`src/rtl/exe_stage_pipe.sv`:
```
// exe_stage_pipe: registered ARM execute stage.
// Builds Val2, runs the ALU against a persistent NZCV register, computes the
// branch target and registers the result into the EX/MEM boundary.
// Optional feature macro: EXE_MUL_EN compiles in the iterative shift-add
// multiplier (MUL command) and its S_MUL state.
//
// state  | meaning
// S_IDLE | accepting instructions
// S_MUL  | shift-add multiply in flight, upstream held off (EXE_MUL_EN only)
module exe_stage_pipe #(
  parameter int DATA_W = 32,
  parameter int OFS_W  = 24
) (
  input  logic              clk,
  input  logic              rst_n,
  input  logic              in_valid,
  output logic              in_ready,
  input  logic [3:0]        exe_cmd,
  input  logic              s_en,
  input  logic              imm_en,
  input  logic              mem_r_en,
  input  logic              mem_w_en,
  input  logic              wb_en,
  input  logic              branch_en,
  input  logic [DATA_W-1:0] pc,
  input  logic [DATA_W-1:0] val_rn,
  input  logic [DATA_W-1:0] val_rm,
  input  logic [11:0]       shift_operand,
  input  logic [OFS_W-1:0]  branch_ofs,
  input  logic [3:0]        dest,
  input  logic              mem_stall,
  input  logic              flush,
  output logic              out_valid,
  output logic [DATA_W-1:0] alu_res,
  output logic [DATA_W-1:0] store_data,
  output logic [3:0]        dest_out,
  output logic              mem_r_out,
  output logic              mem_w_out,
  output logic              wb_out,
  output logic              branch_taken,
  output logic [DATA_W-1:0] branch_addr,
  output logic [3:0]        status,
  output logic              ill_cmd
);

  localparam logic [3:0] CMD_MOV = 4'b0001;
  localparam logic [3:0] CMD_MVN = 4'b1001;
  localparam logic [3:0] CMD_ADD = 4'b0010;
  localparam logic [3:0] CMD_ADC = 4'b0011;
  localparam logic [3:0] CMD_SUB = 4'b0100;
  localparam logic [3:0] CMD_SBC = 4'b0101;
  localparam logic [3:0] CMD_AND = 4'b0110;
  localparam logic [3:0] CMD_ORR = 4'b0111;
  localparam logic [3:0] CMD_EOR = 4'b1000;
  localparam logic [3:0] CMD_MUL = 4'b1010;

`ifdef EXE_MUL_EN
  localparam bit MUL_EN = 1'b1;
`else
  localparam bit MUL_EN = 1'b0;
`endif

  logic              is_mem, is_mul, accept, start_mul, cmd_ok;
  logic [DATA_W-1:0] imm_ext, val2, op_b, alu_val, branch_target;
  logic [DATA_W:0]   sum;
  logic [3:0]        eff_cmd, nzcv_new;
  logic              cin, alu_c, alu_v;
  logic [OFS_W+1:0]  ofs_bytes;
  int                rot_n, sh_n, ror_n;

  logic              mul_busy, mul_done, mul_wb, mul_s;
  logic [DATA_W-1:0] mul_prod;
  logic [3:0]        mul_dest;

  assign is_mem    = mem_r_en | mem_w_en;
  assign is_mul    = MUL_EN && !is_mem && (exe_cmd == CMD_MUL);
  assign in_ready  = !mul_busy && !mem_stall && !flush;
  assign accept    = in_valid && in_ready;
  assign start_mul = accept && is_mul;

  assign imm_ext       = {{(DATA_W-8){1'b0}}, shift_operand[7:0]};
  assign ofs_bytes     = {branch_ofs, 2'b00};
  assign branch_target = pc + DATA_W'($signed(ofs_bytes));

  // Val2: memory offset, rotated 8-bit immediate, or shifted register.
  always_comb begin
    rot_n = (2 * 32'(shift_operand[11:8])) % DATA_W;
    sh_n  = 32'(shift_operand[11:7]);
    ror_n = sh_n % DATA_W;
    val2  = val_rm;
    if (is_mem) begin
      val2 = {{(DATA_W-12){1'b0}}, shift_operand};
    end else if (imm_en) begin
      val2 = (imm_ext >> rot_n) | (imm_ext << (DATA_W - rot_n));
    end else begin
      case (shift_operand[6:5])
        2'b00:   val2 = val_rm << sh_n;
        2'b01:   val2 = val_rm >> sh_n;
        2'b10:   val2 = $signed(val_rm) >>> sh_n;
        default: val2 = (val_rm >> ror_n) | (val_rm << (DATA_W - ror_n));
      endcase
    end
  end

  // ALU: one shared adder covers add/sub; logical ops carry C and V through.
  always_comb begin
    eff_cmd = is_mem ? CMD_ADD : exe_cmd;
    op_b    = val2;
    cin     = 1'b0;
    case (eff_cmd)
      CMD_ADC: cin = status[1];
      CMD_SUB: begin op_b = ~val2; cin = 1'b1;      end
      CMD_SBC: begin op_b = ~val2; cin = status[1]; end
      default: ;
    endcase
    sum     = {1'b0, val_rn} + {1'b0, op_b} + {{DATA_W{1'b0}}, cin};
    alu_val = '0;
    alu_c   = status[1];
    alu_v   = status[0];
    cmd_ok  = 1'b1;
    case (eff_cmd)
      CMD_MOV: alu_val = val2;
      CMD_MVN: alu_val = ~val2;
      CMD_ADD, CMD_ADC, CMD_SUB, CMD_SBC: begin
        alu_val = sum[DATA_W-1:0];
        alu_c   = sum[DATA_W];
        alu_v   = (val_rn[DATA_W-1] == op_b[DATA_W-1]) &&
                  (sum[DATA_W-1] != val_rn[DATA_W-1]);
      end
      CMD_AND: alu_val = val_rn & val2;
      CMD_ORR: alu_val = val_rn | val2;
      CMD_EOR: alu_val = val_rn ^ val2;
      CMD_MUL: cmd_ok  = MUL_EN;
      default: cmd_ok  = 1'b0;
    endcase
  end

  assign nzcv_new = {alu_val[DATA_W-1], alu_val == '0, alu_c, alu_v};

  // EX/MEM register and NZCV: flush, then multiply completion, then stall.
  always_ff @(posedge clk or negedge rst_n) begin
    if (!rst_n) begin
      out_valid    <= 1'b0;
      alu_res      <= '0;
      store_data   <= '0;
      dest_out     <= '0;
      mem_r_out    <= 1'b0;
      mem_w_out    <= 1'b0;
      wb_out       <= 1'b0;
      branch_taken <= 1'b0;
      branch_addr  <= '0;
      status       <= '0;
      ill_cmd      <= 1'b0;
    end else if (flush) begin
      out_valid <= 1'b0;
      ill_cmd   <= 1'b0;
    end else if (mul_done) begin
      out_valid    <= 1'b1;
      alu_res      <= mul_prod;
      dest_out     <= mul_dest;
      wb_out       <= mul_wb;
      mem_r_out    <= 1'b0;
      mem_w_out    <= 1'b0;
      branch_taken <= 1'b0;
      ill_cmd      <= 1'b0;
      if (mul_s) status[3:2] <= {mul_prod[DATA_W-1], mul_prod == '0};
    end else if (mem_stall) begin
      // hold everything
    end else if (start_mul) begin
      out_valid <= 1'b0;
      ill_cmd   <= 1'b0;
    end else if (accept) begin
      out_valid    <= 1'b1;
      alu_res      <= alu_val;
      store_data   <= val_rm;
      dest_out     <= dest;
      mem_r_out    <= mem_r_en;
      mem_w_out    <= mem_w_en;
      wb_out       <= wb_en && cmd_ok;
      branch_taken <= branch_en;
      branch_addr  <= branch_target;
      ill_cmd      <= !cmd_ok;
      if (s_en && cmd_ok && !is_mem) status <= nzcv_new;
    end else begin
      out_valid <= 1'b0;
      ill_cmd   <= 1'b0;
    end
  end

`ifdef EXE_MUL_EN
  localparam int CNT_W = $clog2(DATA_W + 1);

  typedef enum logic {S_IDLE, S_MUL} state_t;
  state_t            state_q, state_d;
  logic [DATA_W-1:0] mcand_q, mplier_q, acc_q, acc_step;
  logic [CNT_W-1:0]  count_q;
  logic [3:0]        mul_dest_q;
  logic              mul_wb_q, mul_s_q;

  // State register; reset drops a multiply in flight without a clock.
  always_ff @(posedge clk or negedge rst_n) begin
    if (!rst_n) state_q <= S_IDLE;
    else        state_q <= state_d;
  end

  // Completion fires on the last iteration, or later once a stall releases.
  always_comb begin
    state_d  = state_q;
    mul_done = 1'b0;
    acc_step = acc_q + (mplier_q[0] ? mcand_q : '0);
    mul_prod = (count_q != '0) ? acc_step : acc_q;
    case (state_q)
      S_IDLE: if (start_mul) state_d = S_MUL;
      S_MUL: begin
        if ((count_q <= CNT_W'(1)) && !mem_stall) begin
          mul_done = 1'b1;
          state_d  = S_IDLE;
        end
      end
      default: state_d = S_IDLE;
    endcase
    if (flush) begin
      state_d  = S_IDLE;
      mul_done = 1'b0;
    end
  end

  // Shift-add datapath; keeps iterating through a stall until count hits 0.
  always_ff @(posedge clk or negedge rst_n) begin
    if (!rst_n) begin
      mcand_q    <= '0;
      mplier_q   <= '0;
      acc_q      <= '0;
      count_q    <= '0;
      mul_dest_q <= '0;
      mul_wb_q   <= 1'b0;
      mul_s_q    <= 1'b0;
    end else if (start_mul) begin
      mcand_q    <= val_rn;
      mplier_q   <= val_rm;
      acc_q      <= '0;
      count_q    <= CNT_W'(DATA_W);
      mul_dest_q <= dest;
      mul_wb_q   <= wb_en;
      mul_s_q    <= s_en;
    end else if (state_q == S_MUL && count_q != '0) begin
      acc_q    <= acc_step;
      mcand_q  <= mcand_q << 1;
      mplier_q <= mplier_q >> 1;
      count_q  <= count_q - CNT_W'(1);
    end
  end

  assign mul_busy = (state_q == S_MUL);
  assign mul_dest = mul_dest_q;
  assign mul_wb   = mul_wb_q;
  assign mul_s    = mul_s_q;
`else
  assign mul_busy = 1'b0;
  assign mul_done = 1'b0;
  assign mul_prod = '0;
  assign mul_dest = '0;
  assign mul_wb   = 1'b0;
  assign mul_s    = 1'b0;
`endif

endmodule

```
`config.mk`:
```
export PLATFORM = sky130hd
export DESIGN_NAME = exe_stage_pipe
export DESIGN_NICKNAME = d
export VERILOG_FILES = /design/src/rtl/exe_stage_pipe.sv
export SDC_FILE = /design/constraint.sdc
export NUM_CORES = 1
export LEC_CHECK = 0
export CAP_MARGIN = 20
export CORE_UTILIZATION = 50
export CTS_BUF_LIST = sky130_fd_sc_hd__clkbuf_4
export CTS_CLUSTER_DIAMETER = 50
export DETAILED_ROUTE_END_ITERATION = 10
export MAX_ROUTING_LAYER = met4
export PLACE_DENSITY = 0.79
export RECOVER_POWER = 50
export SLEW_MARGIN = 20
export SYNTH_ARGS = -nofsm -noshare
export SYNTH_HDL_FRONTEND = slang
export SYNTH_SLANG_ARGS = --single-unit
```
`constraint.sdc`:
```
create_clock -name clk -period 3.8 [get_ports clk]
set_input_delay 0.95 -clock clk [delete_from_list [all_inputs] [get_ports clk]]
set_output_delay 0.95 -clock clk [all_outputs]
set_load 0.01 [all_outputs]
```
==> flow_summary.yaml, run 1 <==
synth:
  ys_warn_count: 0
  synthesis.nets: 2678
  synthArstFlopShare_pct: 100
  yosys_register_bits: 110
  seq_area_frac_synth_pct: 14.7
  synth_area_per_cell_sq_um: 7.82
  synth-main-ff-cell: "dfrtp_1"
  synth_edf_count: 0
  synthCells: 2394
  synthDistinctLibCells: 95
  syn_area_sq_um: 18700
global_route:
  grt.total_usage_pct: 78.7
  grt_max_degree: 91
  grt-ovfl-total: 78
die:
  die_w_um: 195
  io_pins: 262
  start_util_pct: 51.0
  dieHeight_um: 195
  core.rowCount: 70
sta:
  worst_endpoint: "status[2]$_DFFE_PN0P_/D"
  worst-ep-kind: "sequential cell input"
clock_network:
  cts.sinks: 110
  htreeDepth: 3
  clockBufferDepth: 2
  clock-root-buffer: "clkbuf_4"
  cts-buffers-inserted: 9
  cts_hold_buf: 0
placement:
  gp_congestion: 1.30
  pre_cts_slack_ns: -3.74
  portBuffers: 261
  placedCellCount: 3697
  dp_hpwl_um: 79000
outcome:
  haltStage: "global routing"
  status: "aborted with a tool error"
  tool.error: "[ERROR GRT-0232] Routing congestion too high. Check the congestion heatmap in the GUI."
[cell usage after synthesis (36+ instances only)]
| library cell | count | area (sq um) |
|---|---|---|
| nand2_1 | 370 | 1390 |
| o21ai_0 | 159 | 796 |
| nor2_1 | 148 | 556 |
| a21oi_1 | 132 | 661 |
| clkbuf_1 | 132 | 495 |
| mux2i_1 | 132 | 1320 |
| ha_1 | 130 | 1630 |
| dfrtp_1 | 110 | 2750 |
| inv_1 | 87 | 327 |
| mux4_2 | 71 | 1600 |
| mux2_2 | 56 | 631 |
| nor3_1 | 50 | 250 |
| xnor2_1 | 50 | 438 |
| a211oi_1 | 45 | 338 |
| nand3_1 | 45 | 225 |
| buf_2 | 44 | 220 |
| a21o_1 | 39 | 293 |
| o211ai_1 | 36 | 270 |
[through the flow]
| step | hold slack, ns | area [sq um] | utilization, % |
|---|---|---|---|
| floorplan | 0.514 | 19100 | - |
| global placement | 0.457 | 27300 | 74.3 |
| detailed placement | 0.461 | 27300 | 74.3 |
| CTS | 0.383 | 29300 | 79.9 |
[routing by layer]
| layer | global-route usage [%] | GRT overflow |
|---|---|---|
| met1 | 81.0 | 6 |
| met5 | - | - |
| met4 | 67.1 | 28 |
| met2 | 92.0 | 40 |
| met3 | 64.6 | 4 |
[cells by family after synthesis]
| kind of cell | count (synthesis) | synth area share [%] |
|---|---|---|
| simple gates | 792 | 19.4 |
| mux | 267 | 20.0 |
| compound gates | 699 | 25.7 |
| buf+inv | 308 | 7.17 |
| fa+ha+maj | 133 | 9.01 |
| xor+xnor | 85 | 4.02 |
| flops | 110 | 14.7 |
[timing repair]
item,4_1_cts
gates cloned,3
endpoints found under the setup margin,39
pin swaps,126
setup buffers,106
gates resized for setup,334
==> run 2: changes to the inputs <==
CORE_UTILIZATION = 35   (was 50)
CTS_BUF_LIST = unset   (was sky130_fd_sc_hd__clkbuf_4)
CTS_CLUSTER_DIAMETER = unset   (was 50)
MAX_ROUTING_LAYER = unset   (was met4)
PLACE_DENSITY = unset   (was 0.79)
PLACE_DENSITY_LB_ADDON = 0.15   (was unset)
clock period = 4.9 ns   (was 3.8 ns; I/O delays follow)
==> run 2 against run 1 <==
Against the previous run: synthesized cell count unchanged; the flow now finishes, with violations (max-capacitance violations, max-slew violations, negative setup slack); area after synthesis unchanged.
==> flow_summary.yaml, run 2 <==
outcome:
  status: "finished with violations"
  violations: "max-capacitance violations, max-slew violations, negative setup slack"
sta:
  finalHoldViolations: 0
  setup_viol: 34
  rsz0062_at_grt: "true"
  clock.fmax_mhz: 144
  drv_slew: 63
  fin_ws_ns: -2.03
  slew_headroom_pct: -10.1
  worst_pin_slew_ns: 1.65
  fin_crit_sh_pct: 141
  fin_crit_ns: 6.93
  skew_ns: 0.0125
final_layout:
  instances_no_fill: 3966
  final_cell_mix: "760 x buf_4, 362 x nand2_1, 188 x clkdlybuf4s50_1, 143 x nor2_1, 125 x o21ai_0"
  layout_commonest_cell: "buf_4"
  layout.nets: 3552
  syn_to_final_growth_pct: 58.2
  drive_above_1_share_pct: 37.4
  reg_top3: "alu_res x32, branch_addr x32, store_data x32"
die:
  dieHeight_um: 233
  fp.dieArea_sq_um: 54400
  core_sq_um: 52700
  die_w_um: 233
  io_pins: 262
  start_util_pct: 35.6
  core.rowCount: 84
power:
  leakage_nw: 13.7
  fin_total_pwr_mw: 6.08
  vdd_drop_max_mv: 0.241
  power_density_nw_per_um2: 205
route:
  drt_iter0_markers: 2781
  wl_per_cell_um: 27.5
  totalWireLength_um: 109000
  ant_nets: 0
  avgViaCountPerCell: 6.07
  via_count: 24100
  first_pass_iters: 6
  drc: 0
synth:
  synth_top_area_share_pct: 14.7
  yosys_register_bits: 110
  post-synth-top-count-cell: "nand2_1"
  synth_top_area_cell: "dfrtp_1"
  synthCells: 2394
  synthArstFlopShare_pct: 100
  synth_area_per_cell_sq_um: 7.82
  seq_area_frac_synth_pct: 14.7
  netlist_top_cells_area: "dfrtp_1 15%, ha_1 8.7%, mux4_2 8.5%, nand2_1 7.4%, mux2i_1 7.1%"
  syn_area_sq_um: 18700
  synth_commonest_cells: "370 x nand2_1, 159 x o21ai_0, 148 x nor2_1"
  synth_edf_count: 0
  ys_warn_count: 0
  synthesis.nets: 2678
  synth-main-ff-cell: "dfrtp_1"
  synthDistinctLibCells: 95
clock_network:
  cts.sinks: 110
  cts_hold_buf: 0
  cts_tree: "built"
  cts-buffers-inserted: 9
  htreeDepth: 3
  clockBufferDepth: 2
  clock-root-buffer: "clkbuf_16"
  clkLatencyLatePin_ns: 0.40
  clkTransAtPathRegs_ns: 0.09
worst_setup_path:
  critPathSlowestCell: "or4_4"
  critPathCaptureType: "flip-flop"
  required_ns: 5.20
  crit_type: "primary input to flip-flop"
  start_kind: "primary input"
  slowest_delay_ns: 0.57
  critPathArrivalTime_ns: 7.23
  worst-path-max-fanout: 15
  cp_common_cell: "buf_4"
placement:
  pre_cts_slack_ns: -3.10
  portBuffers: 261
  placedCellCount: 3898
  gp_congestion: 1.06
  dp_hpwl_um: 86800
global_route:
  grt-ovfl-total: 0
  grt_max_degree: 81
  grt_antenna_before_repair: 6
  first_global_vias: 23200
  grt.total_usage_pct: 39.3
  grt_pass1_wl_um: 156000
min_path:
  min_path_type: "flip-flop to flip-flop"
run:
  cap_violations: 1
## run 2: cell counts after synthesis
Identical to the previous run, type by type.
## run 2: cells by family after synthesis
kind of cell / Yosys count / share of synthesized area, %
muxes: 267 / 20.0
and+or+nand+nor: 792 / 19.4
DFF: 110 / 14.7
adders and majority gates: 133 / 9.01
xor gates and xnor gates: 85 / 4.02
buffers and inverters: 308 / 7.17
AOI/OAI and AO/OA: 699 / 25.7
## run 2: cell type report
cell class / instances / area, sq um
diodes: 5 / 12.5
clock buffers: 9 / 225
clock inverters: 7 / 77.6
fillers: 4902 / 23000
inverters: 90 / 355
multi-input cells: 1976 / 16100
flip-flops and latches: 110 / 2750
well taps: 688 / 861
repair buffers: 1081 / 9250
## run 2: per-layer routing
layer  vias to the layer above  wire (um)  track usage [%]
met4                         2       3960             14.2
met3                       203      10300             9.44
met5                         -         12                0
li1                      10600          -                -
met2                      1266      47700             59.9
met1                     12000      47000             53.5
## run 2: final timing paths
kind                                       start        endpoint  slack (ns)  cells past startpoint
min in group asynchronous                  rst_n     alu_res[11]        1.21                      1
worst min register to register       dest_out[2]     dest_out[2]        0.48                      2
worst max register to register         status[1]       status[2]        0.21                     21
worst max-delay path            shift_operand[7]       status[2]       -2.03                     29
max in group asynchronous                  rst_n  store_data[13]        1.67                      2
worst min-delay path                 dest_out[2]     dest_out[2]        0.48                      2
## run 2: worst max-delay path, delay by kind of cell
family,cells,cell delay (ns)
adder cells (fa/ha/maj),1,0.23
multiplexers,3,0.70
XOR/XNOR,1,0.12
buffers and inverters,7,1.11
AND/OR/NAND/NOR,10,2.32
AO/OA/AOI/OAI,7,1.48
## run 2: power by group
part | switching, mW | internal (mW) | total [mW]
registers | 0.113 | 1.09 | 1.21
logic | 2.10 | 2.00 | 4.10
clock network | 0.408 | 0.362 | 0.770
## run 2: what timing repair did
| action | 4_1_cts | 5_1_grt |
|---|---|---|
| setup endpoints to repair | 35 | 34 |
| gates cloned | 3 | 2 |
| setup buffers | 49 | 19 |
| resized for setup | 224 | 120 |
| pin swaps | 73 | 60 |
## run 2: metrics by stage
stage          util (%)  hold slack (ns)  area, sq um  TNS, ns
6_report           56.2            0.477        29600   -36.10
3_3_place_gp       52.2            0.458        27500   -60.92
4_1_cts            55.1            0.485        29000   -33.89
3_5_place_dp       52.2            0.461        27500   -63.46
2_1_floorplan         -            0.514        19100   -35.65
5_1_grt            56.2            0.498        29600   -39.70
Power figures use the tool's default switching activity.
==> run 3: changes to the inputs <==
CORE_MARGIN = 2   (was unset)
==> run 3 against run 2 <==
Against the previous run: the flow still finishes with violations (max-capacitance violations, max-slew violations, negative setup slack); total power up 2.6%; wire length up 2.7%; non-clock buffer count up 61; die area up 1.7%; combinational power up 3%; final cell count up 1.5%; count of clock-buffer cells in the layout unchanged; worst setup slack better by 0.13 ns; highest routed layer unchanged; first-iteration DRC count down 6.5%; fmax up 2.0%.
==> flow_summary.yaml, run 3 (synthesis gave the netlist of run 2 again) <==
global_route:
  grt-ovfl-total: 0
  grt_antenna_before_repair: 6
  grt_pass1_wl_um: 162000
  grt_max_degree: 89
  grt.total_usage_pct: 39.2
  first_global_vias: 23700
sta:
  slew_headroom_pct: -77.5
  worst_pin_slew_ns: 2.66
  rsz0062_at_grt: "true"
  clock.fmax_mhz: 147
  skew_ns: 0.0103
  drv_slew: 51
  fin_ws_ns: -1.90
  finalHoldViolations: 0
  fin_crit_sh_pct: 139
  hold_slack_ns: 0.475
  fin_crit_ns: 6.80
  setup_viol: 33
  fin_tns_setup_ns: -33.60
outcome:
  violations: "max-capacitance violations, max-slew violations, negative setup slack"
  status: "finished with violations"
placement:
  portBuffers: 261
  gp_congestion: 1.10
  placedCellCount: 3910
  dp_hpwl_um: 89300
worst_setup_path:
  cp_common_cell: "nand4_1"
  critPathSlowestCell: "or4_1"
  worst-path-max-fanout: 7
  critPathCaptureType: "flip-flop"
  start_kind: "primary input"
  critPathArrivalTime_ns: 7.10
  required_ns: 5.20
  crit_type: "primary input to flip-flop"
  reg2reg_depth: 19
  slowest_delay_ns: 0.53
route:
  ant_nets: 0
  wl_per_cell_um: 27.8
  drt_iter0_markers: 2600
  first_pass_iters: 5
  avgViaCountPerCell: 6.10
  drc: 0
  via_count: 24600
  totalWireLength_um: 112000
final_layout:
  layout.nets: 3613
  instances_no_fill: 4026
  fin_util_pct: 57.5
  reg_top3: "alu_res x32, branch_addr x32, store_data x32"
  drive_above_1_share_pct: 39.5
  layout_commonest_cell: "buf_4"
  final_cell_mix: "792 x buf_4, 355 x nand2_1, 186 x clkdlybuf4s50_1, 137 x nor2_1, 127 x o21ai_0"
  syn_to_final_growth_pct: 62.0
die:
  start_util_pct: 35.5
  io_pins: 262
  fp.dieArea_sq_um: 55300
  die_w_um: 235
  core_sq_um: 52800
  dieHeight_um: 235
  core.rowCount: 84
power:
  power_density_nw_per_um2: 206
  fin_total_pwr_mw: 6.23
  leakage_nw: 14.1
  vdd_drop_max_mv: 0.248
min_path:
  min_path_type: "flip-flop to flip-flop"
  hold_depth: 2
clock_network:
  cts_tree: "built"
  cts_hold_buf: 0
  clkTransAtPathRegs_ns: 0.08
  htreeDepth: 3
  clockBufferDepth: 2
  cts-buffers-inserted: 9
  clock-root-buffer: "clkbuf_16"
  clkLatencyLatePin_ns: 0.40
  cts.sinks: 110
run:
  cap_violations: 1
-- run 3: cell count changes in the layout (fill, tap and decap cells not counted), moves of 5 or more --
cell     change
mux2_2       -5
buf_12       -6
a21oi_2      +5
nand2_2      +6
mux2_4       +5
nor2_1       -6
buf_6       +32
buf_4       +32
nand2_1      -7
-- run 3: timing repair --
action	in CTS	in global routing
cloned	4	0
gates resized for setup	292	154
setup endpoints to repair	36	34
setup buffers	66	42
pin swaps	103	90
-- run 3: final timing paths --
check | from | to | slack (ns)
setup / recovery | shift_operand[7] | status[2] | -1.90
hold / removal | store_data[14] | store_data[14] | 0.47
setup reg to reg | status[1] | status[2] | 0.22
hold reg to reg | store_data[14] | store_data[14] | 0.47
max in group asynchronous | rst_n | branch_addr[30] | 1.00
min in group asynchronous | rst_n | store_data[13] | 1.64
-- run 3: final cells by class --
cell class	instances	area (sq um)
Timing Repair Buffer	1142	9700
Tap cell	688	861
Clock buffer	9	225
Fill cell	4884	22400
Multi-Input combinational cell	1976	16300
Inverter	90	365
Antenna cell	4	10.0
Sequential cell	110	2750
Clock inverter	7	85.1
-- run 3: critical path: cells and delay by family --
family | cells | cell delay [ns]
xor+xnor | 2 | 0.27
buf+inv | 7 | 1.01
compound gates | 8 | 1.80
fa+ha+maj | 1 | 0.29
simple gates | 10 | 2.31
mux | 1 | 0.16
-- run 3: per-stage QoR --
stage               worst slack [ns]  cell area (sq um)
global route                   -2.13              30300
finish                         -1.90              30300
detailed placement             -2.86              27500
floorplan                      -2.36              19100
global placement               -2.94              27500
CTS                            -1.82              29400
-- run 3: per-layer routing --
layer,part of all wire (%),track usage (%)
met1,43,55.0
met2,43,59.8
met3,9.4,8.08
met4,3.9,13.2
met5,0.021,0
-- run 3: report_power, final --
group          internal (mW)  switching (mW)
clock network          0.368           0.432
registers               1.09           0.108
logic                   2.06            2.17
